File: src/rtl/write_frame_ctrl.sv
// write_frame_ctrl: ingress stage in front of the line-buffer write pointer.
// Registers the byte-wide receive stream, writes accepted bytes into buffer
// RAM, and ends each frame with either a commit (wr_newline plus a push of
// the frame length) or a rewind (wr_restart_line). Frame start is refused
// while all four lines are occupied.
// Optional build macro WRITE_FRAME_CTRL_SFD_STRIP_EN: strips the preamble
// and the 0xD5 start-of-frame delimiter before any byte is written.
module write_frame_ctrl #(
  parameter int MAX_FRAME_LEN = 2047,
  parameter int MIN_FRAME_LEN = 60
) (
  input  logic        clk,
  input  logic        rst,
  input  logic        rx_dv,
  input  logic        rx_er,
  input  logic [7:0]  rx_data,
  input  logic [2:0]  wr_ptr_tribit,
  input  logic [2:0]  rd_ptr_tribit,
  output logic        wr_en,
  output logic [7:0]  wr_data,
  output logic        wr_char_incr,
  output logic        wr_newline,
  output logic        wr_restart_line,
  output logic        len_wr_en,
  output logic [10:0] len_data,
  output logic [15:0] frame_ok_cnt,
  output logic [15:0] frame_drop_cnt
);

  localparam logic [10:0] MAX_LEN = 11'(MAX_FRAME_LEN);
  localparam logic [10:0] MIN_LEN = 11'(MIN_FRAME_LEN);
`ifdef WRITE_FRAME_CTRL_SFD_STRIP_EN
  localparam logic [7:0]  SFD_BYTE = 8'hD5;
`endif

  typedef enum logic [1:0] {
    S_IDLE,
    S_PREAMBLE,
    S_DATA,
    S_DROP
  } state_t;

  // All four lines hold uncommitted-to-reader data: same line, opposite wrap.
  function automatic logic line_full(input logic [2:0] wr_tri,
                                     input logic [2:0] rd_tri);
    return (wr_tri[1:0] == rd_tri[1:0]) && (wr_tri[2] != rd_tri[2]);
  endfunction

  // Free-running 16-bit event counter step; wraps 0xFFFF -> 0.
  function automatic logic [15:0] wrap_inc(input logic [15:0] val,
                                           input logic        en);
    return val + {15'd0, en};
  endfunction

  logic        rx_dv_p0;
  logic        rx_er_p0;
  logic [7:0]  rx_data_p0;

  state_t      state;
  state_t      state_nxt;
  logic [10:0] count;
  logic [10:0] count_nxt;
  logic        post_rst;

  logic        write_nxt;
  logic        newline_nxt;
  logic        restart_nxt;
  logic        ok_inc;
  logic        drop_inc;

  // Stage p0: input register; free-running so the first post-reset cycle
  // already sees the true line state.
  always_ff @(posedge clk) begin
    rx_dv_p0   <= rx_dv;
    rx_er_p0   <= rx_er;
    rx_data_p0 <= rx_data;
  end

  // Next-state and next-output decisions from the registered receive stream.
  always_comb begin
    state_nxt   = state;
    count_nxt   = count;
    write_nxt   = 1'b0;
    newline_nxt = 1'b0;
    restart_nxt = 1'b0;
    ok_inc      = 1'b0;
    drop_inc    = 1'b0;
    unique case (state)
      S_IDLE: begin
        if (rx_dv_p0) begin
          if (post_rst) begin
            // Joined mid-frame straight out of reset: ignore it silently.
            state_nxt = S_DROP;
          end else if (line_full(wr_ptr_tribit, rd_ptr_tribit)) begin
            state_nxt = S_DROP;
            drop_inc  = 1'b1;
          end else if (rx_er_p0) begin
            // Nothing written yet, so no pointer command is needed.
            state_nxt = S_DROP;
            drop_inc  = 1'b1;
          end else begin
`ifdef WRITE_FRAME_CTRL_SFD_STRIP_EN
            count_nxt = '0;
            state_nxt = (rx_data_p0 == SFD_BYTE) ? S_DATA : S_PREAMBLE;
`else
            write_nxt = 1'b1;
            count_nxt = 11'd1;
            state_nxt = S_DATA;
`endif
          end
        end
      end
      S_PREAMBLE: begin
`ifdef WRITE_FRAME_CTRL_SFD_STRIP_EN
        if (!rx_dv_p0) begin
          state_nxt = S_IDLE;
          drop_inc  = 1'b1;
        end else if (rx_er_p0) begin
          state_nxt = S_DROP;
          drop_inc  = 1'b1;
        end else if (rx_data_p0 == SFD_BYTE) begin
          state_nxt = S_DATA;
        end
`else
        state_nxt = S_IDLE;
`endif
      end
      S_DATA: begin
        if (rx_dv_p0) begin
          if (rx_er_p0 || (count == MAX_LEN)) begin
            restart_nxt = 1'b1;
            drop_inc    = 1'b1;
            state_nxt   = S_DROP;
          end else begin
            write_nxt = 1'b1;
            count_nxt = count + 11'd1;
          end
        end else begin
          if (count < MIN_LEN) begin
            restart_nxt = 1'b1;
            drop_inc    = 1'b1;
          end else begin
            newline_nxt = 1'b1;
            ok_inc      = 1'b1;
          end
          state_nxt = S_IDLE;
        end
      end
      S_DROP: begin
        if (!rx_dv_p0) state_nxt = S_IDLE;
      end
      default: state_nxt = S_IDLE;
    endcase
  end

  // Stage p1: state register and registered outputs.
  always_ff @(posedge clk) begin
    if (rst) begin
      state           <= S_IDLE;
      count           <= '0;
      post_rst        <= 1'b1;
      wr_en           <= 1'b0;
      wr_data         <= '0;
      wr_char_incr    <= 1'b0;
      wr_newline      <= 1'b0;
      wr_restart_line <= 1'b0;
      len_wr_en       <= 1'b0;
      len_data        <= '0;
      frame_ok_cnt    <= '0;
      frame_drop_cnt  <= '0;
    end else begin
      state           <= state_nxt;
      count           <= count_nxt;
      post_rst        <= 1'b0;
      wr_en           <= write_nxt;
      wr_char_incr    <= write_nxt;
      if (write_nxt) wr_data <= rx_data_p0;
      wr_newline      <= newline_nxt;
      wr_restart_line <= restart_nxt;
      len_wr_en       <= newline_nxt;
      if (newline_nxt) len_data <= count;
      frame_ok_cnt    <= wrap_inc(frame_ok_cnt, ok_inc);
      frame_drop_cnt  <= wrap_inc(frame_drop_cnt, drop_inc);
    end
  end

endmodule

File: config.mk
export PLATFORM = sky130hd
export DESIGN_NAME = write_frame_ctrl
export DESIGN_NICKNAME = d
export VERILOG_FILES = /design/src/rtl/write_frame_ctrl.sv
export SDC_FILE = /design/constraint.sdc
export NUM_CORES = 1
export LEC_CHECK = 0
export CAP_MARGIN = 20
export CELL_PAD_IN_SITES_DETAIL_PLACEMENT = 1
export CELL_PAD_IN_SITES_GLOBAL_PLACEMENT = 2
export CORE_MARGIN = 2
export CORE_UTILIZATION = 31
export CTS_BUF_LIST = sky130_fd_sc_hd__clkbuf_4
export DETAILED_ROUTE_END_ITERATION = 7
export HOLD_SLACK_MARGIN = 0.02
export PLACE_DENSITY = 0.82
export SLEW_MARGIN = 5
export SYNTH_ARGS = -nofsm -noshare
export SYNTH_HDL_FRONTEND = slang
export SYNTH_SLANG_ARGS = --single-unit
File: constraint.sdc
create_clock -name clk -period 2.9 [get_ports clk]
set_input_delay 0.58 -clock clk [delete_from_list [all_inputs] [get_ports clk]]
set_output_delay 0.58 -clock clk [all_outputs]
set_load 0.03 [all_outputs]
==> results_dict.tcl <==
set metrics [dict create \
    die_w_um 102.8 \
    seq_area_frac_synth 0.5159 \
    finalSetupViolations 0 \
    regToRegStartpoint "count[1]$_SDFFE_PP0P_" \
    crit_path_end_kind "flip-flop" \
    routed_wl_mm 7.105 \
    tightest_slew_ns 0.5848 \
    areaGrowthSynthToFinish_pct 33.57 \
    syn_area_per_cell_um2 9.763 \
    start_util 0.3140 \
    drtAntennaViolNets 0 \
    antenna_found_initial 0 \
    synth_nets 333 \
    start_kind "flip-flop" \
    hp-class "flip-flop to flip-flop" \
    fp.dieArea_mm2 0.01057 \
    core-area_mm2 0.009639 \
    grt_util_all_layers 0.1423 \
    ctsLongestPathBuffers 2 \
    grt_pass1_vias 2407 \
    cts_tree "built" \
    n_antenna_cell 0 \
    ys_seq_elements 78 \
    yosysWarnings 0 \
    leakagePower_uw 0.001421 \
    fmax_ghz 0.3835 \
    vias_per_cell 4.728 \
    core.rowCount 36 \
    clock_sinks 78 \
    final_nets 412 \
    fin_crit_sh 0.8991 \
    vias 2487 \
    synth_cell_types 42 \
    drv_cap 0 \
    cts_buffers 9 \
    synth_cells 310 \
    clkTransAtPathRegs_ns 0.13 \
    rsz0062_at_grt "false" \
    gp_congestion 0.7440 \
    cts_hold_buf 0 \
    layout_common_cells "78 x dfxtp_1, 72 x clkdlybuf4s50_1, 53 x nor2_1, 19 x xor2_1, 19 x mux2i_1" \
    synth_flop_cell "dfxtp_1" \
    gr-total-overflow 0 \
    port_buffers 73 \
    routedWlPerCell_um 13.51 \
    final_common_cell "dfxtp_1" \
    htreeDepth 3 \
    io-pin-count 74 \
    die_y_um 102.8 \
    crit_arrival_ns 2.93 \
    clk-insertion-delay-late_ns 0.41 \
    grt_pass1_wl_mm 11.73 \
    power_density_mw_per_mm2 457.9 \
    grt_max_degree 43 \
    cts_setup_buffers 0 \
    finalWorstPathRequiredPeriod_ns 2.607 \
    first_pass_iters 4 \
    dp_cells 511 \
    crit_fanout 5 \
    total_power_uw 1851 \
    final_cells 526 \
    crit_type "flip-flop to flip-flop" \
    async_flop_share 0 \
    synth-edff-count 0 \
    slew_violations 0 \
    outcome "finished clean" \
    cts_resized 0 \
    drt_iter0_drc 50 \
    syn_area_mm2 0.003027 \
    hp-start "rx_data_p0[3]$_DFF_P_" \
    finClkSkew_ns 0.01958 \
    dp_hpwl_mm 5.009 \
    cts_root_buffer "clkbuf_4" \
    drive_above_1_share 0.07379 \
    crit_required_ns 3.22 \
    fin_tns_setup_ns 0 \
    drc 0 \
    crit_start "count[1]$_SDFFE_PP0P_" \
    slew_headroom 0.6040 \
    ir_drop_v 0.0002290 \
    finalHoldViolCount 0 \
]
cell type report:
cell class	instances	area, um^2
fill	1123	5597
sequential	78	1562
multi-input combinational	215	1380
timing repair buffer	81	798.3
tap	133	166.4
clock buffer	9	67.56
clock inverter	6	53.80
inverter	4	15.01
sequential cells by signal, indices dropped and copies added (netlist names):
signal / count
wr_restart_line: 1
len_wr_en: 1
rx_dv_p0: 1
rx_data_p0: 8
wr_data: 8
wr_char_incr: 1
count: 11
state: 2
frame_drop_cnt: 16
rx_er_p0: 1
frame_ok_cnt: 16
len_data: 11
post_rst: 1
where the power goes:
part / internal (uW) / switching (uW) / leakage, uW
combinational: 58.8 / 68.6 / 0.000715
sequential: 1090 / 11.0 / 0.000634
clock: 250 / 372 / 0.0000727
cells by family after synthesis:
family | after synthesis | synth area share
AND/OR/NAND/NOR | 130 | 0.2084
flip-flops | 78 | 0.5159
AO/OA/AOI/OAI | 33 | 0.08185
XOR/XNOR | 28 | 0.08103
multiplexers | 19 | 0.06284
buffers and inverters | 17 | 0.02935
adder cells (fa/ha/maj) | 5 | 0.02067
metal layers:
| layer | up-vias | track usage | wire [um] |
|---|---|---|---|
| met5 | - | 0 | 0 |
| met1 | 1196 | 0.1816 | 3375 |
| li1 | 1232 | - | - |
| met2 | 50 | 0.2328 | 3349 |
| met4 | 0 | 0.05769 | 97 |
| met3 | 9 | 0.03322 | 282 |
per-stage QoR:
step / setup slack, ns / instance area (um^2) / hold slack, ns / util
floorplan: 0.4277 / 3027 / 0.4403 / -
global placement: 0.1116 / 3921 / 0.4443 / 0.4068
detailed placement: 0.02605 / 3921 / 0.4627 / 0.4068
CTS: 0.2762 / 4043 / 0.4892 / 0.4194
global route: 0.09970 / 4043 / 0.5108 / 0.4194
finish: 0.2927 / 4043 / 0.4802 / 0.4194
Yosys cell counts, drive strengths merged (3+ instances only):
library cell  instances  area share
or3                   3      0.0062
buf                  10       0.021
and4                  4       0.012
o21a                  3      0.0074
a21oi                 8       0.013
nand2b                3      0.0062
dfxtp                78        0.52
o21ai                 4      0.0066
nand4                 7       0.014
xor2                 19       0.055
a311oi                5       0.014
inv                   4      0.0050
nor2b                 6       0.012
ha                    5       0.021
xnor2                 9       0.026
nand3                17       0.028
mux2i                19       0.063
nor2                 54       0.068
and3                  3      0.0062
clkbuf                3      0.0037
nand2                14       0.017
nor3                 12       0.021
critical path, stage by stage (launching register included):
cell      delay [ns]
dfxtp_1         0.44
ha_1            0.29
nand3_1         0.21
nor3_2          0.27
o311ai_1        0.14
nand2_1         0.10
ha_1            0.21
nand3_1         0.11
or2_2           0.32
nor4_1          0.23
xnor2_1         0.16
nor2_1          0.05
worst paths after layout:
kind,endpoint,slack [ns],depth (start not counted)
max,frame_drop_cnt[15]$_SDFF_PP0_,0.29,11
min,wr_data[3]$_SDFFE_PP0P_,0.48,2
max reg2reg,frame_drop_cnt[15]$_SDFF_PP0_,0.29,11
min reg2reg,wr_data[3]$_SDFFE_PP0P_,0.48,2
Note: power is estimated with default switching activity, not from simulation.
